**src/rtl/mm_arb_pkg.sv**
```systemverilog
// Shared types and sizing for the main-memory block arbiter.
package mm_arb_pkg;
  localparam int unsigned N      = 32;
  localparam int unsigned ADDR_W = 10;
  localparam int unsigned WPB    = 4;
  localparam int unsigned K_W    = $clog2(WPB);
  localparam int unsigned BLK_W  = ADDR_W - K_W;

  typedef enum logic [2:0] {IDLE, WRITE, READ, DRAIN, DONE} arb_state_t;
endpackage

```
**src/rtl/mm_block_arbiter_rr_arb2.sv**
```systemverilog
// Two-way round-robin picker: on a tie the requester that was not granted last wins.
module rr_arb2 (
  input  logic [1:0] req,
  input  logic       last_grant,
  output logic [1:0] winner
);
  always_comb begin
    winner = req;
    if (req == 2'b11) winner = last_grant ? 2'b01 : 2'b10;
  end
endmodule

```
**src/rtl/mm_block_arbiter.sv**
```systemverilog
// Arbitrates the single-port main memory between two L2 caches, one whole block
// per grant, and returns read words tagged with their index.
module mm_block_arbiter
  import mm_arb_pkg::*;
(
  input  logic              clk,
  input  logic              reset,
  input  logic [1:0]        req,
  input  logic [1:0]        req_we,
  input  logic [BLK_W-1:0]  blk_addr0,
  input  logic [BLK_W-1:0]  blk_addr1,
  input  logic [N-1:0]      wdata0,
  input  logic [N-1:0]      wdata1,
  output logic [K_W-1:0]    word_idx,
  output logic [1:0]        grant,
  output logic [1:0]        rvalid,
  output logic [K_W-1:0]    rword_idx,
  output logic [N-1:0]      rdata,
  output logic [1:0]        done,
  output logic              mm_read_req,
  output logic              mm_write_req,
  output logic [ADDR_W-1:0] mm_addr,
  output logic [N-1:0]      mm_wdata,
  input  logic [N-1:0]      mm_rdata
);
  arb_state_t        state_q, state_d;
  logic [K_W-1:0]    k_q, k_d;
  logic              last_q, last_d;
  logic [1:0]        grant_d, done_d, win;
  logic              rd_d, wr_d;
  logic [ADDR_W-1:0] addr_d;
  logic [K_W-1:0]    widx_d;
  logic              win_we;
  logic [BLK_W-1:0]  win_blk, g_blk;

  rr_arb2 u_rr (
    .req        (req),
    .last_grant (last_q),
    .winner     (win)
  );

  assign win_we   = win[1] ? req_we[1] : req_we[0];
  assign win_blk  = win[1] ? blk_addr1 : blk_addr0;
  assign g_blk    = grant[1] ? blk_addr1 : blk_addr0;
  assign mm_wdata = grant[1] ? wdata1 : wdata0;
  assign rdata    = mm_rdata;

  // Next-state logic computes the next cycle's memory command so every output is a flop.
  always_comb begin
    state_d = state_q;
    k_d     = k_q;
    last_d  = last_q;
    grant_d = grant;
    done_d  = '0;
    rd_d    = 1'b0;
    wr_d    = 1'b0;
    addr_d  = '0;
    widx_d  = '0;
    case (state_q)
      IDLE: begin
        if (|req) begin
          grant_d = win;
          last_d  = win[1];
          k_d     = '0;
          addr_d  = {win_blk, K_W'(0)};
          if (win_we) begin
            state_d = WRITE;
            wr_d    = 1'b1;
          end else begin
            state_d = READ;
            rd_d    = 1'b1;
          end
        end
      end
      WRITE: begin
        k_d = k_q + K_W'(1);
        if (k_q == K_W'(WPB - 1)) begin
          state_d = DONE;
          done_d  = grant;
        end else begin
          wr_d   = 1'b1;
          addr_d = {g_blk, k_d};
          widx_d = k_d;
        end
      end
      READ: begin
        k_d = k_q + K_W'(1);
        if (k_q == K_W'(WPB - 1)) begin
          state_d = DRAIN;
        end else begin
          rd_d   = 1'b1;
          addr_d = {g_blk, k_d};
        end
      end
      DRAIN: begin
        state_d = DONE;
        done_d  = grant;
      end
      DONE: begin
        grant_d = '0;
        state_d = IDLE;
      end
      default: state_d = IDLE;
    endcase
  end

  always_ff @(posedge clk) begin
    if (reset) begin
      state_q      <= IDLE;
      k_q          <= '0;
      last_q       <= 1'b1;
      grant        <= '0;
      done         <= '0;
      mm_read_req  <= 1'b0;
      mm_write_req <= 1'b0;
      mm_addr      <= '0;
      word_idx     <= '0;
      rvalid       <= '0;
      rword_idx    <= '0;
    end else begin
      state_q      <= state_d;
      k_q          <= k_d;
      last_q       <= last_d;
      grant        <= grant_d;
      done         <= done_d;
      mm_read_req  <= rd_d;
      mm_write_req <= wr_d;
      mm_addr      <= addr_d;
      word_idx     <= widx_d;
      // Read return tag trails the issue by the memory's one-cycle latency.
      rvalid       <= mm_read_req ? grant : 2'b00;
      if (mm_read_req) rword_idx <= mm_addr[K_W-1:0];
    end
  end
endmodule
```
**config.mk**
```make
export PLATFORM = sky130hd
export DESIGN_NAME = mm_block_arbiter
export DESIGN_NICKNAME = d
export VERILOG_FILES = /design/src/rtl/mm_arb_pkg.sv /design/src/rtl/mm_block_arbiter_rr_arb2.sv /design/src/rtl/mm_block_arbiter.sv
export SDC_FILE = /design/constraint.sdc
export NUM_CORES = 1
export LEC_CHECK = 0
export ABC_CLOCK_PERIOD_IN_PS = 1700
export CAP_MARGIN = 40
export CORE_ASPECT_RATIO = 1.1
export CORE_MARGIN = 8
export CORE_UTILIZATION = 24
export DETAILED_ROUTE_END_ITERATION = 6
export PLACE_DENSITY = 0.76
export RECOVER_POWER = 50
export SYNTH_ARGS = -nofsm -noshare
export SYNTH_HDL_FRONTEND = slang
export SYNTH_SLANG_ARGS = --single-unit
```
**constraint.sdc**
```tcl
create_clock -name clk -period 1.7 [get_ports clk]
set_clock_uncertainty 0.15 [all_clocks]
set_input_delay 0.34 -clock clk [delete_from_list [all_inputs] [get_ports clk]]
set_output_delay 0.34 -clock clk [all_outputs]
set_load 0.02 [all_outputs]
```
; ---- Word-level counts from Yosys, hierarchy flattened
; Index checks and enable logic that the tools add are counted.
[word_totals]
ff_bits = 28
latchBits = 0
ramBits = 0
romBits = 0
in_bits = 118
wordCells = 61
memories = 0
[classes]
add_sub_neg = 1
mul = 0
div_mod_pow = 0
n_lt_le_gt_ge = 0
n_eq_ne = 9
shifts = 0
n_mux = 27
bitwise_logic = 2
reduce_logical = 11
[ops]
columns = op, n
row1 = $mux 32, 1
row2 = $mux 10, 2
row3 = $pmux 10 s2, 1
row4 = $mux 8, 2
row5 = $mux 2, 6
row6 = $pmux 2 s2, 3
row7 = $pmux 3 s4, 1
row8 = $mux 3, 3
row9 = $eq 3x2->1 const B, 2
row10 = $mux 1, 6
row11 = $ne 2x2->1 const B, 3
row12 = $reduce_and 2->1, 3
row13 = $reduce_or 2->1, 3
row14 = $eq 2x2->1 const B, 2
row15 = $pmux 1 s2, 2
row16 = $reduce_bool 2->1, 2
row17 = $eq 3x1->1 const B, 1
row18 = $eq 3x3->1 const B, 1
row19 = $logic_not 3->1, 1
row20 = $reduce_and 3->1, 1
row21 = $reduce_or 3->1, 1
row22 = $add 2x1->2 const B, 1
row23 = $not 1->1, 2

; ---- Depth between registers and ports, before layout
[depth]
word_depth = 6
mapped_depth = 6
mapped_depth_nobuf = 5

; ---- Hierarchy
; A second synthesis with hierarchy kept.
[unflattened]
hier_cells = 181
hier_area_um2 = 1726.7
[modules_own_cells]
columns = mod, instances, cells_per_inst, area_per_inst_um2
row1 = mm_block_arbiter, 1, 178, 1707.9
row2 = rr_arb2, 1, 3, 18.8

; ---- Worst setup path after synthesis
; Ideal clock, no wire load.
[synth_path]
path_kind = register to output
start = register grant[1]
end = output port mm_wdata[10]
arrival_ns = 1.434
setup_slack_ns = -0.224
path_stages_with_launch = 4
path_buffers = 2
path_cell_list = dfxtp_1 > buf_2 > buf_1 > mux2_2
[synth_between]
elab_chain_cells = 1
[synth_rtl]
columns = item, line_no
row1 = "start, declared", mm_block_arbiter.sv:15  ; output logic [1:0] grant,
row2 = "start signal, assigned", mm_block_arbiter.sv:124  ; grant <= grant_d;
row3 = $mux 32, mm_block_arbiter.sv:45  ; assign mm_wdata = grant[1] ? wdata1 : wdata0;
row4 = "end, declared", mm_block_arbiter.sv:23  ; output logic [N-1:0] mm_wdata,
; No other way between the ends.

; ---- Final worst setup path
[layout_path]
start = register grant[1]
end = output port mm_wdata[26]
; Same word-level chain as after synthesis.

==> impl_metrics.ini <==
[setup_path]
critPathMaxFanout = 6
r2r-end = mm_addr[7]
endpoint_kind = primary output
r2r_cells = 4
r2r_slack_ns = -0.02
crit_type = reg -> out
start_kind = register
r2r-start = grant[1]
required_ns = 1.21
worstPathArrival_ns = 1.37

[synthesis]
synth_area_leaders = dfxtp_1 (33%), mux2_2 (18%), buf_4 (15%)
yosysUniqueCellTypes = 41
synth.avg_cell_area_um2 = 9.67
synth_top_area_cell = dfxtp_1
synth_compound_area_frac = 0.121
syn_area_mm2 = 0.00169
synth_edf_count = 0
syn_nets = 294
synth_top_family_by_area = multiplexers
yosysTopAreaCellShare = 0.331
synth_ff_type = dfxtp_1
ys_seq_area_frac = 0.331
synth.ff_latch_count = 28
yosys.area_share.simple = 0.129
synth_adder_area_share = 0.00739
async_flop_share = 0
synthXorXnorAreaFrac = 0.0103
muxShareOfSynthArea = 0.225
postSynthCellCount = 175
yosysWarnings = 0

[route]
first_pass_iters = 4
drt-total-wl_um = 7260
ant_nets = 0
routedWlPerCell_um = 18.7
viasPerCell = 4.61
num_vias = 1788
drc = 0
drt_iter0_drc = 60

[placed_design]
place_area_mm2 = 0.00309
preCtsSetupSlack_ns = -0.416
portBuffers = 139
hpwlAfterDp_um = 5750
gp_congestion = 0.777

[worst_hold_path]
whs_endpoint = rword_idx[0]
hold_start = rword_idx[0]
whs_path_depth = 2
min_path_type = reg -> reg

[die]
die_height_um = 104
rows = 32
core_mm2 = 0.00693
io_pins = 204
fp.dieW_um = 96.1
start_util = 0.244
dieArea_mm2 = 0.0100

[finish]
area_delta_synth_final_pct = 101
nets = 423
antenna_cells = 0
final_common_cell = clkdlybuf4s50_1
mostFrequentLayoutCells = clkdlybuf4s50_1 (85), buf_6 (35), mux2_4 (28)
final_area_mm2 = 0.00341
drive_above_1_share = 0.337

[outcome]
status = finished with violations
violations = negative setup slack

[job]
cap_violations = 0

[power]
irDropWorstVdd_mv = 0.449
seqPwrFrac = 0.326
p_clk_frac = 0.173
p_leak_uw = 0.00165
p_comb_frac = 0.501
netSwitchingFraction = 0.311
power_density_mw_per_mm2 = 686
internal_power_uw = 1610
switchingPower_uw = 728
power_uw = 2340

[sta]
fin_crit_ns = 1.86
fmax_ghz = 0.538
postLayoutSetupSlackWorst_ns = -0.158
hold_ws_ns = 0.346
finalCritPeriodShare = 1.09
slew_headroom = 0.660
tightestPinTransition_ns = 0.510
tns_ns = -3.73
final-hold-violation-count = 0
rsz0062_at_grt = true
slew_viol_final = 0
setup_viol = 39

[global_routing]
grt_max_degree = 17
grt.total_usage = 0.125
grt_pass1_vias = 1857
antenna_found_initial = 0
gr-total-overflow = 0
grt_pass1_wl_um = 9940

[clocking]
cts_buffers = 3
cts_buffer_depth = 2
holdBufCountCts = 0
cts_tree = built
clkLatencyLatePin_ns = 0.27
clkTransAtPathRegs_ns = 0.09
cts_sinks = 28
htree_num_levels = 1
root_buffer = clkbuf_8
==> worst max-delay path, cell delays in order, from the launching register on <==
cell and delay, ns:
dfxtp_4 0.44, buf_12 0.14, buf_6 0.09, mux2_4 0.29, buf_6 0.13
==> registers in the layout, summed over array words and instances (netlist names) <==
signal and cells:
word_idx 2, done 2, rvalid 2, mm_addr 10, k_q 2, mm_write_req 1
last_q 1, grant 2, mm_read_req 1, state_q 3, rword_idx 2
==> cell type report <==
cell class              instances  area (um^2)
clock buffers                   4         55.1
fillers                       622         3520
inverters                       3         11.3
multi-input cells             103          962
flip-flops and latches         28          564
well taps                      85          106
repair buffers                165         1710
==> cells in the mapped netlist (2+ instances only) <==
master,count
buf_4,33
dfxtp_1,28
mux2_2,27
nor2_1,11
nand2_1,9
a22o_1,8
mux2_1,5
a21oi_1,3
and3b_1,3
buf_1,3
nor4b_1,3
a311oi_1,2
a31oi_1,2
and2_1,2
and3_1,2
buf_2,2
clkbuf_1,2
inv_1,2
mux2i_1,2
nand3_1,2
nor3_1,2
nor4_1,2
o21ai_1,2
==> repair_timing <==
| action | 4_1_cts | 5_1_grt |
|---|---|---|
| gates cloned | 0 | 2 |
| pin swaps | 1 | 8 |
| buffers inserted | 3 | 1 |
| gates resized for setup | 170 | 82 |
| setup endpoints to repair | 44 | 54 |
==> worst max path at each step <==
stage                    start  cells after the start           end  slack (ns)
finish                grant[1]                      4  mm_wdata[26]       -0.16
global route          grant[1]                      4  mm_wdata[26]       -0.20
CTS                   grant[1]                      4  mm_wdata[26]       -0.18
detailed placement  wdata1[31]                      3  mm_wdata[31]       -0.42
global placement    wdata1[31]                      3  mm_wdata[31]       -0.40
floorplan               k_q[0]                      4    mm_addr[2]        0.04
==> cell families after synthesis <==
logic type / after synthesis
AND/OR/NAND/NOR: 40
XOR/XNOR: 2
adder cells (fa/ha/maj): 1
flip-flops: 28
AO/OA/AOI/OAI: 26
buffers and inverters: 44
multiplexers: 34
==> layer usage <==
| metal | GRT usage | vias to the layer above | wire (um) | part of all wire |
|---|---|---|---|---|
| met3 | 0.0325 | 38 | 686 | 0.094 |
| li1 | - | 849 | - | - |
| met2 | 0.233 | 64 | 3870 | 0.53 |
| met4 | 0.0594 | 0 | 246 | 0.034 |
| met1 | 0.120 | 837 | 2460 | 0.34 |
| met5 | 0 | - | 0 | 0 |
==> metrics by stage <==
| step | utilization | cells |
|---|---|---|
| after floorplan | - | 175 |
| after global placement | 0.446 | 379 |
| after detailed placement | 0.446 | 379 |
| after CTS | 0.448 | 386 |
| after global routing | 0.492 | 388 |
| final | 0.492 | 388 |
==> power groups by stage <==
stage	registers [uW]	clock network, uW	logic (uW)
floorplan	836	0	532
global placement	774	0	1040
detailed placement	776	0	1060
CTS	759	420	1040
global route	773	445	1240
finish	763	404	1170
Power figures use the tool's default switching activity.
